===== config.mk =====
export PLATFORM = sky130hd
export DESIGN_NAME = cdb_broadcast_arbiter
export DESIGN_NICKNAME = d
export VERILOG_FILES = /design/src/rtl/cdb_broadcast_arbiter.sv
export SDC_FILE = /design/constraint.sdc
export NUM_CORES = 1
export LEC_CHECK = 0
export ABC_AREA = 1
export BUFFER_PORTS_ARGS = -buffer_cell sky130_fd_sc_hd__buf_4
export CORE_ASPECT_RATIO = 1.4
export CORE_MARGIN = 1
export CORE_UTILIZATION = 41
export CTS_CLUSTER_DIAMETER = 60
export DETAILED_ROUTE_END_ITERATION = 10
export HOLD_SLACK_MARGIN = 0.1
export PLACE_DENSITY = 0.77
export SLEW_MARGIN = 30
export SYNTH_ARGS = -nofsm -noshare
export SYNTH_HDL_FRONTEND = slang
export SYNTH_SLANG_ARGS = --single-unit

===== constraint.sdc =====
create_clock -name clock -period 4.4 [get_ports clock]
set_clock_uncertainty 0.15 [all_clocks]
set_input_delay 1.1 -clock clock [delete_from_list [all_inputs] [get_ports clock]]
set_output_delay 1.1 -clock clock [all_outputs]
set_load 0.1 [all_outputs]

===== src/rtl/cdb_broadcast_arbiter.sv =====
// ---------------------------------------------------------------------------
// cdb_broadcast_arbiter
//
// Common-data-bus arbiter and broadcaster for the Tomasulo core. Up to
// NUM_UNITS producer channels offer completed results with a valid/ready
// handshake. One channel is granted per cycle by round-robin, and the winner
// is registered onto the CDB (tag, destination, data) together with the FP
// register-file write port.
//
// Optional feature (compile-time macro): CDB_CONFLICT_STATS_EN
//   defined     -> conflict_cnt counts cycles in which a valid channel was
//                  not granted. The counter saturates at 16'hFFFF.
//   not defined -> conflict_cnt is tied to zero and no counter is built.
//
// Ports
//   clock          system clock; all state changes on the rising edge
//   reset          synchronous, active-high
//   fu_valid[i]    channel i holds a completed result
//   fu_ready[i]    one-hot grant; a transfer occurs on fu_valid & fu_ready
//   fu_tag         per-channel RS tag,           channel i at [i*TAG_W +: TAG_W]
//   fu_dest        per-channel destination reg,  channel i at [i*REG_AW +: REG_AW]
//   fu_data        per-channel result value,     channel i at [i*DATA_W +: DATA_W]
//   fu_wb[i]       1 = write the register file, 0 = broadcast only (store ack)
//   cdb_stall      downstream hold; no grant is made while high
//   cdb_valid      one-cycle broadcast pulse per accepted result
//   cdb_tag/dest/data  broadcast fields; they hold between broadcasts
//   rf_we/addr/data    register-file write port
//   conflict_cnt   arbitration-loss counter (zero unless stats are enabled)
// ---------------------------------------------------------------------------
module cdb_broadcast_arbiter #(
    parameter int NUM_UNITS = 4,
    parameter int DATA_W    = 16,
    parameter int REG_AW    = 3,
    parameter int TAG_W     = 3
) (
    input  logic                        clock,
    input  logic                        reset,
    input  logic [NUM_UNITS-1:0]        fu_valid,
    output logic [NUM_UNITS-1:0]        fu_ready,
    input  logic [NUM_UNITS*TAG_W-1:0]  fu_tag,
    input  logic [NUM_UNITS*REG_AW-1:0] fu_dest,
    input  logic [NUM_UNITS*DATA_W-1:0] fu_data,
    input  logic [NUM_UNITS-1:0]        fu_wb,
    input  logic                        cdb_stall,
    output logic                        cdb_valid,
    output logic [TAG_W-1:0]            cdb_tag,
    output logic [REG_AW-1:0]           cdb_dest,
    output logic [DATA_W-1:0]           cdb_data,
    output logic                        rf_we,
    output logic [REG_AW-1:0]           rf_addr,
    output logic [DATA_W-1:0]           rf_data,
    output logic [15:0]                 conflict_cnt
);

    localparam int PTR_W = $clog2(NUM_UNITS);

    logic [PTR_W-1:0]     rrPtr;      // last channel granted
    logic [NUM_UNITS-1:0] grant;
    logic [PTR_W-1:0]     grantIdx;
    logic                 transfer;
    logic [TAG_W-1:0]     selTag;
    logic [REG_AW-1:0]    selDest;
    logic [DATA_W-1:0]    selData;
    logic                 selWb;

    // Channel index 'offset' positions after 'base', wrapping at NUM_UNITS
    // (NUM_UNITS need not be a power of two).
    function automatic logic [PTR_W-1:0] wrapIdx(input logic [PTR_W-1:0] base,
                                                  input int offset);
        return PTR_W'((int'(base) + offset) % NUM_UNITS);
    endfunction

    // Round-robin search starting one past the last winner. Because grant
    // is only ever set where fu_valid is high, |grant is the transfer strobe.
    always_comb begin
        // NOTE: every combinational output gets a default before any branch,
        // otherwise paths that skip an assignment infer latches.
        grant    = '0;
        grantIdx = '0;
        if (!reset && !cdb_stall) begin
            for (int off = 1; off <= NUM_UNITS; off++) begin
                if (grant == '0 && fu_valid[wrapIdx(rrPtr, off)]) begin
                    grant[wrapIdx(rrPtr, off)] = 1'b1;
                    grantIdx                   = wrapIdx(rrPtr, off);
                end
            end
        end
    end

    assign fu_ready = grant;
    assign transfer = |grant;

    // One-hot mux of the granted channel's fields (constant-index slices).
    always_comb begin
        selTag  = '0;
        selDest = '0;
        selData = '0;
        selWb   = 1'b0;
        for (int i = 0; i < NUM_UNITS; i++) begin
            if (grant[i]) begin
                selTag  = fu_tag[i*TAG_W +: TAG_W];
                selDest = fu_dest[i*REG_AW +: REG_AW];
                selData = fu_data[i*DATA_W +: DATA_W];
                selWb   = fu_wb[i];
            end
        end
    end

    // NOTE: registered state uses non-blocking assignments so every flop
    // samples the pre-edge values regardless of statement order.
    always_ff @(posedge clock) begin
        if (reset) begin
            rrPtr     <= PTR_W'(NUM_UNITS - 1);   // channel 0 wins first
            cdb_valid <= 1'b0;
            rf_we     <= 1'b0;
            cdb_tag   <= '0;
            cdb_dest  <= '0;
            cdb_data  <= '0;
        end else begin
            cdb_valid <= transfer;
            rf_we     <= transfer & selWb;
            if (transfer) begin
                rrPtr    <= grantIdx;
                cdb_tag  <= selTag;
                cdb_dest <= selDest;
                cdb_data <= selData;
            end
        end
    end

    // The register-file port always carries the broadcast destination and
    // data; only the write enable distinguishes stores from writebacks.
    assign rf_addr = cdb_dest;
    assign rf_data = cdb_data;

`ifdef CDB_CONFLICT_STATS_EN
    logic [15:0] conflictCnt;

    // Counts any cycle with a valid-but-ungranted channel, stalls included.
    always_ff @(posedge clock) begin
        if (reset) begin
            conflictCnt <= '0;
        end else if (|(fu_valid & ~grant) && conflictCnt != 16'hFFFF) begin
            conflictCnt <= conflictCnt + 16'd1;
        end
    end

    assign conflict_cnt = conflictCnt;
`else
    assign conflict_cnt = 16'h0000;
`endif

endmodule


==> impl_metrics.json <==
{
  "clkTransAtPathRegs_ps": 90,
  "min_period_ps": 4167,
  "htreeDepth": 1,
  "synthDistinctLibCells": 28,
  "path_cells": "buf_4 > inv_1 > nand2_1 > nand3_2 > nand2_4 > a21oi_4 > nand3_1 > nand2_2 > nor2_4 > nand3_1 > nand2_2 > nor2_4 > nand3_2 > o21ai_4 > buf_4",
  "grt_antenna_before_repair": 0,
  "num_rows": 34,
  "ctsHoldBuffers": 0,
  "synth-edff-count": 0,
  "drt-initial-drc-count": 126,
  "final_common_cell": "nand2_1",
  "hpwl_mm": 6.210,
  "viasPerCell": 4.685,
  "wirelength_mm": 8.052,
  "place.gp.congestion": 0.8526,
  "diodes": 0,
  "p_per_area_mw_per_mm2": 903.5,
  "syn-cell-area_mm2": 0.002660,
  "setup_ws_ps": 232.8,
  "holdPathStages": 2,
  "clock-root-buffer": "clkbuf_8",
  "cp.arrival_ps": 2920,
  "grt_usage_pct": 23.66,
  "synthArstFlopShare_pct": 0,
  "ys_seq_elements": 26,
  "numCtsBuffers": 3,
  "critPathSlowestCell": "buf_4",
  "drv_cap": 0,
  "maxSlewHeadroom_pct": 64.16,
  "p_leak_nw": 2.114,
  "drtPass1Iterations": 5,
  "slew_viol_final": 0,
  "ios": 162,
  "yosysWarnings": 0,
  "reg2reg_depth": 20,
  "grt_pass1_wl_mm": 13.20,
  "nets": 664,
  "grt-ovfl-total": 0,
  "status": "completed",
  "worstSetupEndpointType": "output pin",
  "finalCritPeriodShare_pct": 94.71,
  "dieHeight_um": 97.31,
  "clock.fmax_mhz": 240.0,
  "tns_ps": 0,
  "num_vias": 2942,
  "worstMarginPinSlew_ps": 536.4,
  "seq_area_frac_synth_pct": 19.57,
  "syn2layout_area_growth_pct": 35.79,
  "synth_cells": 437,
  "ys.flop_type": "dfxtp_1",
  "antenna_left": 0,
  "slowest_delay_ps": 310,
  "cts.sinks": 26,
  "cts_tree": "yes",
  "die_w_um": 70.08,
  "wl_per_cell_um": 12.82,
  "grt_max_degree": 48,
  "final_cell_mix": "nand2_1 (183), buf_4 (152), a21oi_1 (49), inv_1 (38), dfxtp_1 (25)",
  "crit_type": "primary input to output pin",
  "grt_pass1_vias": 2798,
  "die_area_mm2": 0.006819,
  "cts_buffer_depth": 2,
  "coreArea_mm2": 0.006254,
  "utilization_pct": 57.76,
  "crit_path_max_fanout": 7,
  "start_kind": "primary input",
  "hold_path_class": "register to register",
  "clock_latency_ps": 270,
  "hold_violations": 0,
  "rsz0062_at_grt": "no",
  "drive_gt1_share_pct": 34.89,
  "pre_cts_ws_ps": 252.7,
  "drc": 0,
  "start_util_pct": 42.54,
  "syn_avg_cell_area_um2": 6.087,
  "setup_viol": 0,
  "crit_required_ps": 3150,
  "port_buffers": 145,
  "ir_drop_v": 0.0003844
}
## per-stage QoR
stage                     total power [mW]  instances  area [um^2]  hold slack [ps]
final                                3.264        628         3612            304.0
after global routing                 3.471        628         3612            337.1
after CTS                            3.278        628         3611            309.6
after detailed placement             3.115        624         3556            290.4
after global placement               3.093        624         3556            291.1
after floorplan                      2.726        452         2716            381.5
## what timing repair did
action / CTS / global route
endpoints found under the setup margin: 0 / 4
endpoints found under the hold margin: 0 / 0
setup buffers: 0 / 0
gates resized for setup: 0 / 1
## metal layers
metal  share of wire (%)  global-route usage, %  up-vias
li1                    -                      -     1533
met1                  40                  28.35     1291
met2                  51                  41.94      104
met3                 5.6                  2.178       14
met4                 2.7                  10.77        0
met5                   0                      0        -
## worst max-delay path: cells and delay by family
family,cells,cell delay (ps)
buf+inv,3,460
compound gates,2,270
simple gates,10,1070
## synth_stat cells (5+ instances only)
| cell | count | area, um^2 |
|---|---|---|
| nand2_1 | 183 | 686.9 |
| a21oi_1 | 49 | 245.2 |
| buf_4 | 40 | 300.3 |
| inv_1 | 38 | 142.6 |
| dfxtp_1 | 26 | 520.5 |
| nand3_1 | 14 | 70.07 |
| nand2_2 | 10 | 62.56 |
| or2_1 | 10 | 62.56 |
| nand3_2 | 9 | 90.09 |
| ha_1 | 8 | 100.1 |
| or2_0 | 8 | 50.05 |
| buf_2 | 7 | 35.03 |
| nor2_4 | 6 | 67.56 |
| buf_6 | 5 | 56.30 |
## where the power goes
group / switching (mW) / total [mW] / internal, mW
registers: 0.0752 / 0.419 / 0.344
clock network: 0.0760 / 0.156 / 0.0800
logic: 2.06 / 2.69 / 0.626
total: 2.21 / 3.26 / 1.05
## area by class of cell
| cell class | instances | area, um^2 |
|---|---|---|
| Fill cell | 624 | 2641 |
| Multi-Input combinational cell | 333 | 1648 |
| Timing Repair Buffer | 152 | 1141 |
| Sequential cell | 26 | 521.8 |
| Inverter | 41 | 156.4 |
| Tap cell | 72 | 90.09 |
| Clock buffer | 4 | 55.05 |
## worst paths after layout
kind | endpoint | start | slack (ps)
worst max-delay path | fu_ready[3] | fu_valid[2] | 230
worst min-delay path | cdb_tag[1] | cdb_tag[1] | 300
worst max register to register | cdb_data[3] | rrPtr[1] | 600
worst min register to register | cdb_tag[1] | cdb_tag[1] | 300
## flip-flops by register name, summed over array words and instances, names as in the netlist
name	cells
cdb_data	16
cdb_dest	3
cdb_tag	3
cdb_valid	1
rf_we	1
rrPtr	2
## kinds of logic after synthesis
| kind of cell | synth area share [%] |
|---|---|
| flops | 19.57 |
| simple gates | 43.93 |
| other cells | 0.1410 |
| fa+ha+maj | 3.763 |
| buf+inv | 20.60 |
| compound gates | 11.99 |
No activity file was read; power rests on OpenSTA's default activity.
